$ cat src/rtl/if_fetch_pkg.sv
// Shared definitions for the instruction-fetch stage: bus widths, reset level
// and the fetch FSM encoding.
package if_fetch_pkg;

  localparam logic RstEnable   = 1'b1;
  localparam int   InstAddrBus = 32;
  localparam int   InstBus     = 32;

  typedef enum logic [1:0] {
    IF_IDLE = 2'd0,
    IF_WAIT = 2'd1,
    IF_KILL = 2'd2
  } if_state_e;

  function automatic logic rst_active(input logic rst);
    return rst == RstEnable;
  endfunction

endpackage

$ cat src/rtl/if_fifo.sv
// Small synchronous FIFO holding fetched {pc, word} pairs; flush empties it in
// one cycle and voids any concurrent push or pop.
module if_fifo
  import if_fetch_pkg::*;
#(
  parameter int W     = 64,
  parameter int DEPTH = 2
) (
  input  logic                     clk,
  input  logic                     rst,
  input  logic                     push_i,
  input  logic                     pop_i,
  input  logic                     flush_i,
  input  logic [W-1:0]             din_i,
  output logic [W-1:0]             dout_o,
  output logic                     empty_o,
  output logic [$clog2(DEPTH):0]   count_o
);

  localparam int PTR_W = $clog2(DEPTH);
  localparam int CNT_W = PTR_W + 1;

  logic [W-1:0]     mem_q [DEPTH];
  logic [PTR_W-1:0] wr_ptr_q;
  logic [PTR_W-1:0] rd_ptr_q;
  logic [CNT_W-1:0] count_q;

  logic do_push;
  logic do_pop;

  assign empty_o = (count_q == '0);
  assign do_push = push_i && !flush_i;
  assign do_pop  = pop_i && !flush_i && !empty_o;

  // Storage is cleared on reset so the head reads as zero straight out of reset.
  genvar gi;
  generate
    for (gi = 0; gi < DEPTH; gi++) begin : g_entry
      always_ff @(posedge clk) begin
        if (rst_active(rst)) begin
          mem_q[gi] <= '0;
        end else if (do_push && (wr_ptr_q == PTR_W'(gi))) begin
          mem_q[gi] <= din_i;
        end
      end
    end
  endgenerate

  always_ff @(posedge clk) begin
    if (rst_active(rst) || flush_i) begin
      wr_ptr_q <= '0;
      rd_ptr_q <= '0;
      count_q  <= '0;
    end else begin
      if (do_push) begin
        wr_ptr_q <= wr_ptr_q + PTR_W'(1);
      end
      if (do_pop) begin
        rd_ptr_q <= rd_ptr_q + PTR_W'(1);
      end
      case ({do_push, do_pop})
        2'b10:   count_q <= count_q + CNT_W'(1);
        2'b01:   count_q <= count_q - CNT_W'(1);
        default: count_q <= count_q;
      endcase
    end
  end

  assign dout_o  = mem_q[rd_ptr_q];
  assign count_o = count_q;

endmodule

$ cat src/rtl/if_fetch.sv
// Instruction-fetch stage: one outstanding memory read at a time, results
// buffered with their PCs and handed to IF/ID over valid/ready.
module if_fetch
  import if_fetch_pkg::*;
#(
  parameter int ADDR_W = InstAddrBus,
  parameter int DATA_W = InstBus,
  parameter int DEPTH  = 2
) (
  input  logic              clk,
  input  logic              rst,
  input  logic [ADDR_W-1:0] pc_i,
  output logic              pc_stall_o,
  input  logic              branch_flag_i,
  output logic              mem_req_o,
  output logic [ADDR_W-1:0] mem_addr_o,
  input  logic              mem_ack_i,
  input  logic [DATA_W-1:0] mem_rdata_i,
  output logic              inst_valid_o,
  output logic [DATA_W-1:0] inst_o,
  output logic [ADDR_W-1:0] inst_pc_o,
  input  logic              inst_ready_i
);

  localparam int CNT_W = $clog2(DEPTH) + 1;
  localparam int ENT_W = ADDR_W + DATA_W;

  if_state_e         state_q;
  logic              mem_req_q;
  logic [ADDR_W-1:0] mem_addr_q;

  logic [CNT_W-1:0]  fifo_count;
  logic              fifo_empty;
  logic [ENT_W-1:0]  fifo_head;
  logic [CNT_W:0]    occupancy;
  logic              inflight;
  logic              space;
  logic              fire;
  logic              push;
  logic              pop;

  // An in-flight request reserves a slot; a pop this cycle does not free one yet.
  assign inflight  = (state_q != IF_IDLE);
  assign occupancy = {1'b0, fifo_count} + {{CNT_W{1'b0}}, inflight};
  assign space     = occupancy < (CNT_W + 1)'(DEPTH);

  assign fire = !rst_active(rst) && !branch_flag_i && space &&
                ((state_q == IF_IDLE) || ((state_q == IF_WAIT) && mem_ack_i));

  assign pc_stall_o = !fire && !branch_flag_i;

  assign push = !rst_active(rst) && (state_q == IF_WAIT) && mem_ack_i && !branch_flag_i;
  assign pop  = !fifo_empty && inst_ready_i;

  always_ff @(posedge clk) begin
    if (rst_active(rst)) begin
      state_q    <= IF_IDLE;
      mem_req_q  <= 1'b0;
      mem_addr_q <= '0;
    end else begin
      case (state_q)
        IF_IDLE: begin
          if (fire) begin
            mem_addr_q <= pc_i;
            mem_req_q  <= 1'b1;
            state_q    <= IF_WAIT;
          end else begin
            mem_req_q  <= 1'b0;
          end
        end
        IF_WAIT: begin
          if (branch_flag_i) begin
            if (mem_ack_i) begin
              mem_req_q <= 1'b0;
              state_q   <= IF_IDLE;
            end else begin
              state_q   <= IF_KILL;
            end
          end else if (mem_ack_i) begin
            if (fire) begin
              mem_addr_q <= pc_i;
            end else begin
              mem_req_q  <= 1'b0;
              state_q    <= IF_IDLE;
            end
          end
        end
        IF_KILL: begin
          // The stale response must still be absorbed before refetching.
          if (mem_ack_i) begin
            mem_req_q <= 1'b0;
            state_q   <= IF_IDLE;
          end
        end
        default: begin
          mem_req_q <= 1'b0;
          state_q   <= IF_IDLE;
        end
      endcase
    end
  end

  if_fifo #(
    .W     (ENT_W),
    .DEPTH (DEPTH)
  ) u_fifo (
    .clk     (clk),
    .rst     (rst),
    .push_i  (push),
    .pop_i   (pop),
    .flush_i (branch_flag_i),
    .din_i   ({mem_addr_q, mem_rdata_i}),
    .dout_o  (fifo_head),
    .empty_o (fifo_empty),
    .count_o (fifo_count)
  );

  assign mem_req_o    = mem_req_q;
  assign mem_addr_o   = mem_addr_q;
  assign inst_valid_o = !fifo_empty;
  assign inst_o       = fifo_head[DATA_W-1:0];
  assign inst_pc_o    = fifo_head[ENT_W-1 -: ADDR_W];

endmodule

$ cat config.mk
export PLATFORM = sky130hd
export DESIGN_NAME = if_fetch
export DESIGN_NICKNAME = d
export VERILOG_FILES = /design/src/rtl/if_fetch_pkg.sv /design/src/rtl/if_fifo.sv /design/src/rtl/if_fetch.sv
export SDC_FILE = /design/constraint.sdc
export NUM_CORES = 1
export LEC_CHECK = 0
export CAP_MARGIN = 0
export CORE_MARGIN = 2
export CORE_UTILIZATION = 55
export CTS_BUF_LIST = sky130_fd_sc_hd__clkbuf_8
export CTS_CLUSTER_DIAMETER = 200
export CTS_CLUSTER_SIZE = 28
export DETAILED_ROUTE_END_ITERATION = 10
export PLACE_DENSITY = 0.87
export SLEW_MARGIN = 40
export SYNTH_ARGS = -nofsm -noshare
export SYNTH_HDL_FRONTEND = slang
export SYNTH_SLANG_ARGS = --single-unit
$ cat constraint.sdc
create_clock -name clk -period 4.5 [get_ports clk]
set_input_delay 0.675 -clock clk [delete_from_list [all_inputs] [get_ports clk]]
set_output_delay 0.675 -clock clk [all_outputs]
set_load 0.05 [all_outputs]
# After elaboration in Yosys (flattened, before gate mapping)
# Memories as Yosys holds them, arrays and structs flattened. A register that Yosys moved wholly into a read port is not among the register bits.
# Cells that the tools add are included.
# W data, S select, Z words.
# totals
input_bits	69
n_memories	1
romBits	0
reg_bits	39
out_inout_bits	99
ramBits	128
latchBits	0
elab_cells	84
# op_classes
reduce_logical	28
n_mul	0
n_lt_le_gt_ge	1
n_addsub	5
bitwise	3
muxes	30
n_eq_ne	10
div	0
shift	0
# memory_table
name	words	word_bits	read_ports	rd_ports_with_merged_regs	write_ports	line	rtl
u_fifo.mem_q	2	64	1	1	2	if_fifo.sv:23	logic [W-1:0] mem_q [DEPTH];
# op_table
op	count
$mux W64	2
$mux W32	3
$pmux W32 S2	1
$mux W1	15
$logic_and A1 B1 Y1	14
$mux W2	6
$ne A2 B2 Y1 const B	4
$ne A3 B3 Y1 const B	2
$pmux W2 S3	1
$reduce_bool A2 Y1	3
$eq A2 B1 Y1 const B	2
$eq A2 B2 Y1 const B	2
$logic_not A1 Y1	4
$logic_not A2 Y1	2
$pmux W2 S2	1
$reduce_and A4 Y1	1
$add A2 B1 Y3	1
$lt A3 B2 Y1 const B	1
$pmux W1 S3	1
$reduce_and A3 Y1	1
$add A1 B1 Y1 const B	2
$add A2 B1 Y2 const B	1
$logic_or A1 B1 Y1	2
$or A1 B1 Y1	2
other kinds (3)	3

# Logic depth before layout (Yosys ltp)
# Gate-level depths: netlist (run 1).
# logic_depth
word_depth	10
mapped_depth	8
ltp_nobuf	7

# By module
# From an unflattened synthesis (run 1), not the netlist that was laid out.
# unflattened
cells_unflattened	510
area_unflattened_um2	7332.0
# modules_own_cells
module	instances	area_per_inst_um2	cells_each	seq_area_each_um2
if_fifo	1	5780.5	383	3943.8
if_fetch	1	1551.5	127	700.7

# Worst setup path before layout (run 1)
# Ideal clock, no wire load.
# synth_timing
path_type	input to register
start	in branch_flag_i
end	mem u_fifo.mem_q[0][0], enable pin
stages	5
setup_slack_ps	1308
required_ps	4074
setup_ps	426
path_buffers	1
t_arrival_ps	2766
cell_sequence	nor3b_2 -> nand3b_1 -> nor2_1 -> buf_2 -> or2_1
# synth_lines
item	line	rtl
start: declaration	if_fetch.sv:14	input logic branch_flag_i,
end: declaration	if_fifo.sv:23	

==> results of run 1 <==
-- per-layer routing --
layer | vias to the layer above | wire length [um] | track usage, %
li1 | 2176 | - | -
met1 | 2223 | 5990 | 25.5
met2 | 155 | 7670 | 39.1
met3 | 33 | 1070 | 6.44
met4 | 0 | 357 | 8.78
met5 | - | 0 | 0
-- through the flow --
step	total power, uW	area [um2]	utilization (%)	worst slack, ns
6_report	3200	9250	73.6	1.12
5_1_grt	3300	9250	73.6	0.999
4_1_cts	3210	9250	73.6	1.08
3_5_place_dp	2180	8860	70.5	1.44
3_3_place_gp	2160	8820	70.2	1.48
2_1_floorplan	2010	7040	-	1.31
-- sequential cells by signal, indices dropped and copies added, names as in the netlist, named ones only --
register,cells
mem_addr_o,32
mem_req_o,1
state_q,2
u_fifo.count_o,2
u_fifo.mem_q,128
u_fifo.rd_ptr_q,1
u_fifo.wr_ptr_q,1
-- kinds of logic (layout without fill, tap and decap cells) --
| kind of cell | Yosys count | count (layout) |
|---|---|---|
| buffers and inverters | 37 | 210 |
| muxes | 64 | 64 |
| AOI/OAI and AO/OA | 44 | 44 |
| xor gates and xnor gates | 4 | 4 |
| and+or+nand+nor | 219 | 219 |
| adders and majority gates | 1 | 1 |
| DFF | 168 | 168 |
-- power by group --
group | switching (uW) | internal, uW | leakage [uW] | total, uW
sequential | 29.7 | 1720 | 0.00165 | 1750
clock | 503 | 547 | 0.000211 | 1050
combinational | 242 | 154 | 0.00151 | 396
total | 774 | 2420 | 0.00337 | 3200
-- path summary, 6_finish.rpt --
kind	from	endpoint	slack, ns	cells past startpoint
worst max-delay path	flop	inst_o[18]	1.12	3
worst min-delay path	mem_addr_o[0]$_SDFFE_PP0P_	mem_addr_o[0]$_SDFFE_PP0P_	0.48	2
worst max register to register	state_q[0]$_SDFFE_PP0P_	u_fifo.mem_q[0][14]$_SDFFCE_PN0P_	2.11	5
worst min register to register	mem_addr_o[0]$_SDFFE_PP0P_	mem_addr_o[0]$_SDFFE_PP0P_	0.48	2
-- synth_stat cells, types with 3 or more instances --
cell type,count,area (um2)
edfxtp_1,128,3840
inv_1,3,11.3
buf_6,4,45.0
dfxtp_1,40,801
a21oi_1,33,165
nor2_1,12,45.0
mux2_2,64,721
buf_2,13,65.1
clkbuf_1,17,63.8
or2_1,4,25.0
and2_1,128,801
nand2_1,68,255
-- worst max-delay path, cell delays in order, from the launching register on --
cell	delay [ns]
dfxtp_2	0.69
buf_4	0.46
mux2_2	0.40
clkdlybuf4s50_1	0.71
-- area by class of cell --
class	instances	area share, %
Clock buffer	18	2.68
Clock inverter	14	1.50
Inverter	3	0.122
Multi-Input combinational cell	332	24.2
Sequential cell	168	50.2
Tap cell	172	2.33
Timing Repair Buffer	175	19.0
-- cell usage in the layout (no fill, tap or decap), types with 3 or more instances in the layout --
| master | instances |
|---|---|
| clkdlybuf4s50_1 | 166 |
| and2_1 | 128 |
| edfxtp_1 | 128 |
| nand2_1 | 68 |
| mux2_2 | 64 |
| dfxtp_1 | 39 |
| a21oi_1 | 33 |
| clkbuf_8 | 18 |
| nor2_1 | 10 |
| buf_4 | 7 |
| clkinv_2 | 6 |
| inv_1 | 5 |
| clkinv_1 | 3 |
| bufinv_16 | 3 |
==> metrics.csv, run 1 <==
metric,value,unit
Adder-Cell Fraction of Synth Area,0.178,%
DP Cell Count,850,
Routed WL,15100,um
smallest hold slack,0.479,ns
Fin. Hold Viols,0,
Fmax achieved,295,MHz
"Clk Latency, worst-skew pair",0.45,ns
post-synthesis simple-gate area fraction,16.7,%
Worst EP arrival,2.71,ns
clock period minus final worst setup slack,3.38,ns
# fillers,822,
worst-path fanout max,27,
maxcap violations,0,
Ant. Diodes,0,
io pins,168,
vias in the first global route,4638,
Worst Hold Class,flop to flop,
I/O Buffers,167,
remaining antenna violation count after routing,0,
number of synthesized register bits,168,
dpl hpwl,9900,um
clock root buffer,clkbuf_8,
Final #Nets,767,
Via density,5.20,
Syn Std Cell Area,7040,um2
cell count after synthesis,537,
Layout Cells excl Fill,882,
slew margin rel.,59.7,%
post-cts resize count,0,
CTS H-tree lvls,4,
xor/xnor share of the synthesized area,0.498,%
Critical Path RT,3.83,ns
storage element area,4650,um2
post-synthesis sequential area ratio,66.0,%
count of final setup violators,0,
area of the multi-input gates,2230,um2
warnings from Yosys,0,
Crit. End Element,primary output,
total gr overflow,0,
GP Congestion,0.868,
DRC violations left,0,
die width,117,um
GRT Overall Usage,22.2,%
"Async S/R FF share, synth",0,%
hold-fix buffer count after cts,0,
Slew Limit Fails,0,
Slew @ Worst Pin,0.605,ns
CTS Buffer Depth,2,
clock transition at the registers of the reported paths,0.08,ns
leak pwr,0.00337,uW
syn avg cell area,13.1,um2
RSZ-0062 raised after global routing,no,
initial antenna violation count,0,
Syn Nets,607,
post-synthesis mux area share,10.2,%
row count,41,
First DRT Iteration DRCs,251,
largest family of logic cells by synthesized area,simple AND/OR/NAND/NOR gates,
vias,4587,
CTS Buf Count,17,
CTS tree,yes,
"EDFF count, synth",128,
"Top FF cell, synth",edfxtp_1,
synth unique cells,31,
status,completed,
post-CTS setup buffers,0,
WS Path Type,flop to primary output,
die footprint,13700,um2
Initial Utilization,56.0,%
setup TNS,0,ns
Max rail drop VDD,0.000256,V
share of layout cells above drive strength 1,15.4,%
Tcrit/Tclk final,75.2,%
core area,12600,um2
chip height,117,um
drt first pass iters,4,
Power Dens Cells,346,nW/um2
drt wl/cell,17.1,um
pin count of the biggest net entering global routing,65,
synth-to-layout area growth,31.3,%
Synth Area in Compound Gates,3.82,%
CP Launch Type,flop,
Final Skew,0.00964,ns
Clock Sinks,168,
global-route wire length before repair,22900,um
No activity file was read; power rests on OpenSTA's default activity.
==> inputs of run 2 (changes only) <==
- CORE_UTILIZATION: 55 -> 46
- PLACE_DENSITY: 0.87 -> 0.78
- clock period: 4.5 -> 2.7 ns (I/O delays scaled with it)
==> metrics.csv, run 2 (synthesis results as in run 1) <==
metric,value,unit
maxcap violations,0,
io pins,168,
RSZ-0062 raised after global routing,no,
die footprint,16300,um2
Final Skew,0.0107,ns
crit-path cells,"buf_12, mux2_2, clkdlybuf4s50_1",
I/O Buffers,167,
Final #Nets,770,
die width,128,um
Critical Path RT,2.30,ns
dpl hpwl,9620,um
count of final setup violators,0,
Clock Sinks,168,
vias,4558,
clock root buffer,clkbuf_8,
Power Dens Cells,580,nW/um2
WL met1,6540,um
status,completed,
post-CTS setup buffers,0,
drt first pass iters,4,
WS Path Type,flop to primary output,
global-route wire length before repair,23100,um
setup TNS,0,ns
hold-fix buffer count after cts,0,
Crit. End Element,primary output,
CTS Buf Count,17,
Reg-to-Reg End,u_fifo.count_o[1]$_SDFFE_PP0P_,
initial antenna violation count,0,
most frequent cells in the layout,"clkdlybuf4s50_1 (157), and2_1 (128), edfxtp_1 (128)",
Met2 Routed Length,7320,um
smallest hold slack,0.291,ns
"commonest non-fill, non-tap cell in the layout",clkdlybuf4s50_1,
Slew @ Worst Pin,0.559,ns
CTS H-tree lvls,4,
Sw Ratio,23.9,%
DP Cell Count,869,
leak pwr,0.00342,uW
chip height,128,um
Max rail drop VDD,0.000329,V
slowest cell on the critical path,clkdlybuf4s50_1,
register name with the most flops,u_fifo.mem_q,
reg2reg path depth,5,
GP Congestion,0.832,
"Clk Latency, worst-skew pair",0.45,ns
Via density,5.06,
Fin. Hold Viols,0,
area of the multi-input gates,2230,um2
Worst EP arrival,2.21,ns
Met3 Routed Length,766,um
GRT Overall Usage,18.5,%
clock period minus final worst setup slack,2.61,ns
slew margin rel.,62.6,%
Seq pwr share,53.8,%
CP Launch Type,flop,
First DRT Iteration DRCs,223,
Slew Limit Fails,0,
number of flip-flops in the largest register,128,
share of layout cells above drive strength 1,17.1,%
CTS tree,yes,
clock transition at the registers of the reported paths,0.09,ns
core area,15100,um2
remaining antenna violation count after routing,0,
# fillers,1168,
worst-path fanout max,50,
CTS Buffer Depth,2,
max incr delay on CP,0.71,ns
Tcrit/Tclk final,96.7,%
row count,45,
Routed WL,14800,um
drt wl/cell,16.5,um
synth-to-layout area growth,32.7,%
Ant. Diodes,0,
storage element area,4650,um2
top sig layer,met4,
pin count of the biggest net entering global routing,65,
Net Sw Power,1290,uW
vias in the first global route,4646,
internal cell power,4130,uW
FF-to-FF Start,state_q[0]$_SDFFE_PP0P_,
Clk pwr share,34.0,%
Setup crit end,inst_pc_o[12],
r2r setup slk,0.56,ns
Fmax achieved,383,MHz
post-cts resize count,0,
Worst Hold Class,input pin to flop,
Layout Cells excl Fill,901,
Initial Utilization,46.7,%
total gr overflow,0,
Comb pwr share,12.2,%
DRC violations left,0,
## run 2: final cells by class
cell class	instances	share of cell area, %
Sequential cell	168	49.7
Multi-Input combinational cell	332	23.9
Timing Repair Buffer	178	19.3
Clock buffer	21	3.09
Tap cell	188	2.52
Clock inverter	11	1.37
Inverter	3	0.121
## run 2: how the worst min path moves through the flow
stage                                             from                     endpoint  slack [ns]  cells after the start
after floorplan           u_fifo.rd_ptr_q$_SDFFE_PP0P_                         flop        0.47                      2
after global placement     mem_addr_o[18]$_SDFFE_PP0P_  mem_addr_o[18]$_SDFFE_PP0P_        0.47                      2
after detailed placement   mem_addr_o[18]$_SDFFE_PP0P_  mem_addr_o[18]$_SDFFE_PP0P_        0.47                      2
after CTS                                          rst      state_q[0]$_SDFFE_PP0P_        0.26                      2
after global routing                               rst      state_q[0]$_SDFFE_PP0P_        0.29                      2
final                                              rst      state_q[0]$_SDFFE_PP0P_        0.29                      2
## run 2: power by group through the flow
stage	registers [uW]	clock network (uW)	logic, uW
floorplan	3050	0	299
finish	2920	1840	663
detailed placement	2980	0	664
global placement	2970	0	658
global route	2930	1980	697
CTS	2920	1890	668
## run 2: routing by layer
layer | vias to the layer above | global-route usage, %
li1 | 2174 | -
met1 | 2226 | 23.7
met2 | 142 | 31.0
met3 | 16 | 4.67
met4 | 0 | 6.27
met5 | - | 0
## run 2: worst max-delay path: cells and delay by family, from the launching register on
family,cells,cell delay [ns]
buf+inv,2,0.98
mux,1,0.41
flops,1,0.35
## run 2: metrics by stage
| step | area (um2) | worst slack (ns) | utilization [%] | power [uW] |
|---|---|---|---|---|
| 3_5_place_dp | 8930 | 0.266 | 59.2 | 3640 |
| 5_1_grt | 9340 | 0.0157 | 61.9 | 5610 |
| 6_report | 9340 | 0.0899 | 61.9 | 5420 |
| 2_1_floorplan | 7040 | 0.330 | - | 3350 |
| 4_1_cts | 9340 | 0.0379 | 61.9 | 5470 |
| 3_3_place_gp | 8930 | 0.316 | 59.2 | 3630 |
